### src/rtl/bit_enum.sv
// Set-bit enumerator: takes a vector, emits each set-bit index one beat at a time.
// Define BIT_ENUM_MSB_FIRST_EN to emit highest index first instead of lowest.
module bit_enum #(
   parameter  int WIDTH = 8,
   localparam int POS_W = $clog2(WIDTH)
) (
   input  logic             clk,
   input  logic             reset,
   input  logic             in_valid,
   output logic             in_ready,
   input  logic [WIDTH-1:0] in_data,
   output logic             out_valid,
   input  logic             out_ready,
   output logic [POS_W-1:0] out_pos,
   output logic             out_last,
   output logic             zero,
   output logic             busy
);

   typedef enum logic {IDLE, SCAN} state_t;

   state_t           state_q;
   logic [WIDTH-1:0] rem_q;
   logic             zero_q;

   logic [WIDTH-1:0] sel_onehot;
   logic [POS_W-1:0] pos_sel;
   logic [WIDTH-1:0] rem_d;

   // Priority encoder: the last hit in loop order wins, so loop direction sets the order.
   always_comb begin
      pos_sel    = '0;
      sel_onehot = '0;
`ifdef BIT_ENUM_MSB_FIRST_EN
      for (int i = 0; i < WIDTH; i++) begin
         if (rem_q[i]) begin
            pos_sel       = POS_W'(i);
            sel_onehot    = '0;
            sel_onehot[i] = 1'b1;
         end
      end
`else
      for (int i = WIDTH - 1; i >= 0; i--) begin
         if (rem_q[i]) begin
            pos_sel       = POS_W'(i);
            sel_onehot    = '0;
            sel_onehot[i] = 1'b1;
         end
      end
`endif
   end

   assign rem_d = rem_q & ~sel_onehot;

   always_ff @(posedge clk) begin
      if (reset) begin
         state_q <= IDLE;
         rem_q   <= '0;
         zero_q  <= 1'b0;
      end else begin
         zero_q <= 1'b0;
         case (state_q)
            IDLE: begin
               if (in_valid) begin
                  if (in_data == '0) begin
                     zero_q <= 1'b1;
                  end else begin
                     rem_q   <= in_data;
                     state_q <= SCAN;
                  end
               end
            end
            SCAN: begin
               if (out_ready) begin
                  rem_q <= rem_d;
                  if (rem_d == '0) state_q <= IDLE;
               end
            end
            default: state_q <= IDLE;
         endcase
      end
   end

   assign in_ready  = (state_q == IDLE);
   assign out_valid = (state_q == SCAN);
   assign busy      = out_valid;
   assign zero      = zero_q;
   assign out_pos   = pos_sel;
   // An empty rem would make the power-of-two test true, so gate it off.
   assign out_last  = (rem_q != '0) && ((rem_q & (rem_q - WIDTH'(1))) == '0);

endmodule
### config.mk
export PLATFORM = sky130hd
export DESIGN_NAME = bit_enum
export DESIGN_NICKNAME = d
export VERILOG_FILES = /design/src/rtl/bit_enum.sv
export SDC_FILE = /design/constraint.sdc
export NUM_CORES = 1
export LEC_CHECK = 0
export BUFFER_PORTS_ARGS = -buffer_cell sky130_fd_sc_hd__buf_2
export CORE_MARGIN = 4
export CORE_UTILIZATION = 40
export DETAILED_ROUTE_END_ITERATION = 8
export PLACE_DENSITY = 0.73
export SLEW_MARGIN = 0
export SYNTH_ARGS = -nofsm -noshare
export SYNTH_HDL_FRONTEND = slang
export SYNTH_SLANG_ARGS = --single-unit
### constraint.sdc
create_clock -name clk -period 2 [get_ports clk]
set_input_delay 0.1 -clock clk [delete_from_list [all_inputs] [get_ports clk]]
set_output_delay 0.1 -clock clk [all_outputs]
set_load 0.01 [all_outputs]
==> flow_summary.ini <==
[drt]
drc = 0
firstDrtPassIters = 4
ant_nets = 0
drtIter0Drc = 24
wirelength_mm = 1.87
vias = 755
wl_per_cell_um = 15.2
vias_per_cell = 6.14

[critical_path]
worst_ep_required_time_ps = 1900
cpMaxStageDelayCell = or4_4
cp-startpoint = rem_q[1]
cp_num_buf_inv = 1
path_max_fanout = 2
cp_cell_sequence = or4_4 > or3_4 > a21o_1 > a21oi_1 > buf_2
crit_type = flip-flop to output port
end_kind = output port
start_kind = flip-flop
critPathMaxStageDelay_ps = 530
cp.arrival_ps = 1840
path_delay_family = simple AND/OR/NAND/NOR gates
rr_startpoint = rem_q[1]

[global_route]
grt_max_degree = 11
grt_pass1_vias = 759
track_usage_pct = 16.0
grt_overflow = 0
grt_first_pass_wirelength_mm = 3.22
grt_antenna_before_repair = 0

[synthesis]
ys_async_sr_fraction_pct = 0
synthTopCellsByArea = dfxtp_1, a32o_1, nor3_1
ys.flop_type = dfxtp_1
synthDominantCellAreaShare_pct = 30.4
synth_seq_area_share_pct = 30.4
syn_area_per_cell_um2 = 7.93
ys_seq_elements = 10
yosys_warnings = 0
synth_edf_count = 0
synth_cell_types = 32
syn_inst = 83
syn_nets = 95
syn_area_um2 = 658
yosys.area.top_type = dfxtp_1

[power_and_ir_drop]
power_density_nw_per_um2 = 769
power_mw = 0.644
ir_worst_vdd_mv = 0.356
p_leak_nw = 0.350

[layout]
layoutNonFillerInstCount = 123
multi_input_area_um2 = 409
antenna_cells = 0
num-nets-final = 120
fillCellCount = 145
regArea_um2 = 201
drive_gt1_share_pct = 32.7
synthToLayoutAreaGrowth_pct = 27.2

[die]
die-area_um2 = 2360
die_x_um = 48.6
initial_core_util_pct = 43.2
core_area_um2 = 1520
pin_count = 20
die_height_um = 48.6
row_count = 14

[clocking]
numCtsBuffers = 3
worstSkewPairLatency_ps = 260
clk_pin_slew_ps = 60
cts_num_sinks = 10
root_buffer = clkbuf_4
h-tree-depth = 1
cts_buffer_depth = 2
cts_tree = built
cts_hold_buf = 0

[placed_design]
dp.cells = 118
pre_cts_ws_ps = 136
io_buffers = 19
gp_congestion = 0.838
hpwlAfterDp_mm = 1.45

[min_path]
hp-class = input pin to flip-flop
min_from = reset

[timing]
min_period_ps = 1940
fmaxAchievable_mhz = 514
rsz0062_at_grt = yes
clock_skew_ps = 5.58
setup_ws_ps = 56.3
fin_crit_sh_pct = 97.2
hold_violations = 0
final-setup-viol-count = 0
final_max_slew_viol_count = 0
max_slew_margin_pct = 52.1
tns_ps = 0
worstMarginPinSlew_ps = 719

[outcome]
status = finished, final reports clean

[job]
max-cap-violations = 0
## cell usage after synthesis (2+ instances only)
library cell  instances
clkbuf_1              3
nand2_1               4
a32o_1                5
nand2b_1              3
dfxtp_1              10
nor2_1                9
a21oi_1               5
o22ai_1               2
o31a_1                2
o21ai_0               6
inv_1                 6
nor3_1                7
nor4_1                2
## worst paths after layout
kind / slack, ps / cells past startpoint / to
max reg2reg: 160 / 5 / busy
min reg2reg: 640 / 1 / rem_q[3]
min: 60 / 2 / rem_q[1]
max: 60 / 5 / out_last
## cell usage in the layout, fill, tap and decap left out, types with 2 or more instances in the layout
cell / instances
o21ai_0: 6
buf_2: 19
inv_1: 6
nor2_1: 9
dfxtp_1: 9
o22ai_1: 2
o31a_1: 2
buf_4: 7
nand2b_1: 3
nand2_1: 4
a32o_1: 5
a21oi_1: 5
clkbuf_4: 3
nor3_1: 7
nor4_1: 2
## what timing repair did
item | in CTS | in global routing
endpoints found under the setup margin | 1 | 1
setup buffers | 1 | 0
gates resized for setup | 1 | 2
pin swaps | 1 | 1
hold endpoints to repair | 0 | 0
## area by class of cell
cell class | instances | area share, %
Sequential cell | 10 | 24.1
Tap cell | 16 | 2.39
Timing Repair Buffer | 26 | 17.6
Inverter | 6 | 2.69
Clock buffer | 4 | 4.33
Multi-Input combinational cell | 61 | 48.9
## routing by layer
metal / up-vias / wire (um) / GRT usage [%] / part of all wire (%)
li1: 364 / - / - / -
met1: 352 / 827 / 20.8 / 44
met2: 33 / 888 / 26.7 / 48
met3: 6 / 132 / 4.29 / 7.1
met4: 0 / 19 / 2.69 / 1.0
met5: - / 0 / 0 / 0
## cells by family (layout without fill, tap and decap cells)
logic type / after synthesis / after routing / share of synthesized area (%)
AOI/OAI and AO/OA: 29 / 29 / 35.2
DFF: 10 / 10 / 30.4
buffers and inverters: 12 / 36 / 8.74
and+or+nand+nor: 31 / 31 / 24.1
adders and majority gates: 1 / 1 / 1.52
## registers in the layout, summed over array words and instances, names as in the netlist
signal  cells
rem_q       8
zero        1
busy        1
## metrics by stage
step                instance area, um2  utilization (%)  hold WS, ps
finish                             837             54.9         63.6
global route                       837             54.9         60.9
CTS                                831             54.5         64.3
detailed placement                 783             51.4          338
global placement                   783             51.4          330
floorplan                          658                -          172
## power breakdown
| group | switching (mW) | internal (mW) |
|---|---|---|
| sequential | 0.0207 | 0.214 |
| combinational | 0.118 | 0.110 |
| clock | 0.0707 | 0.110 |
Note: power is estimated with default switching activity, not from simulation.
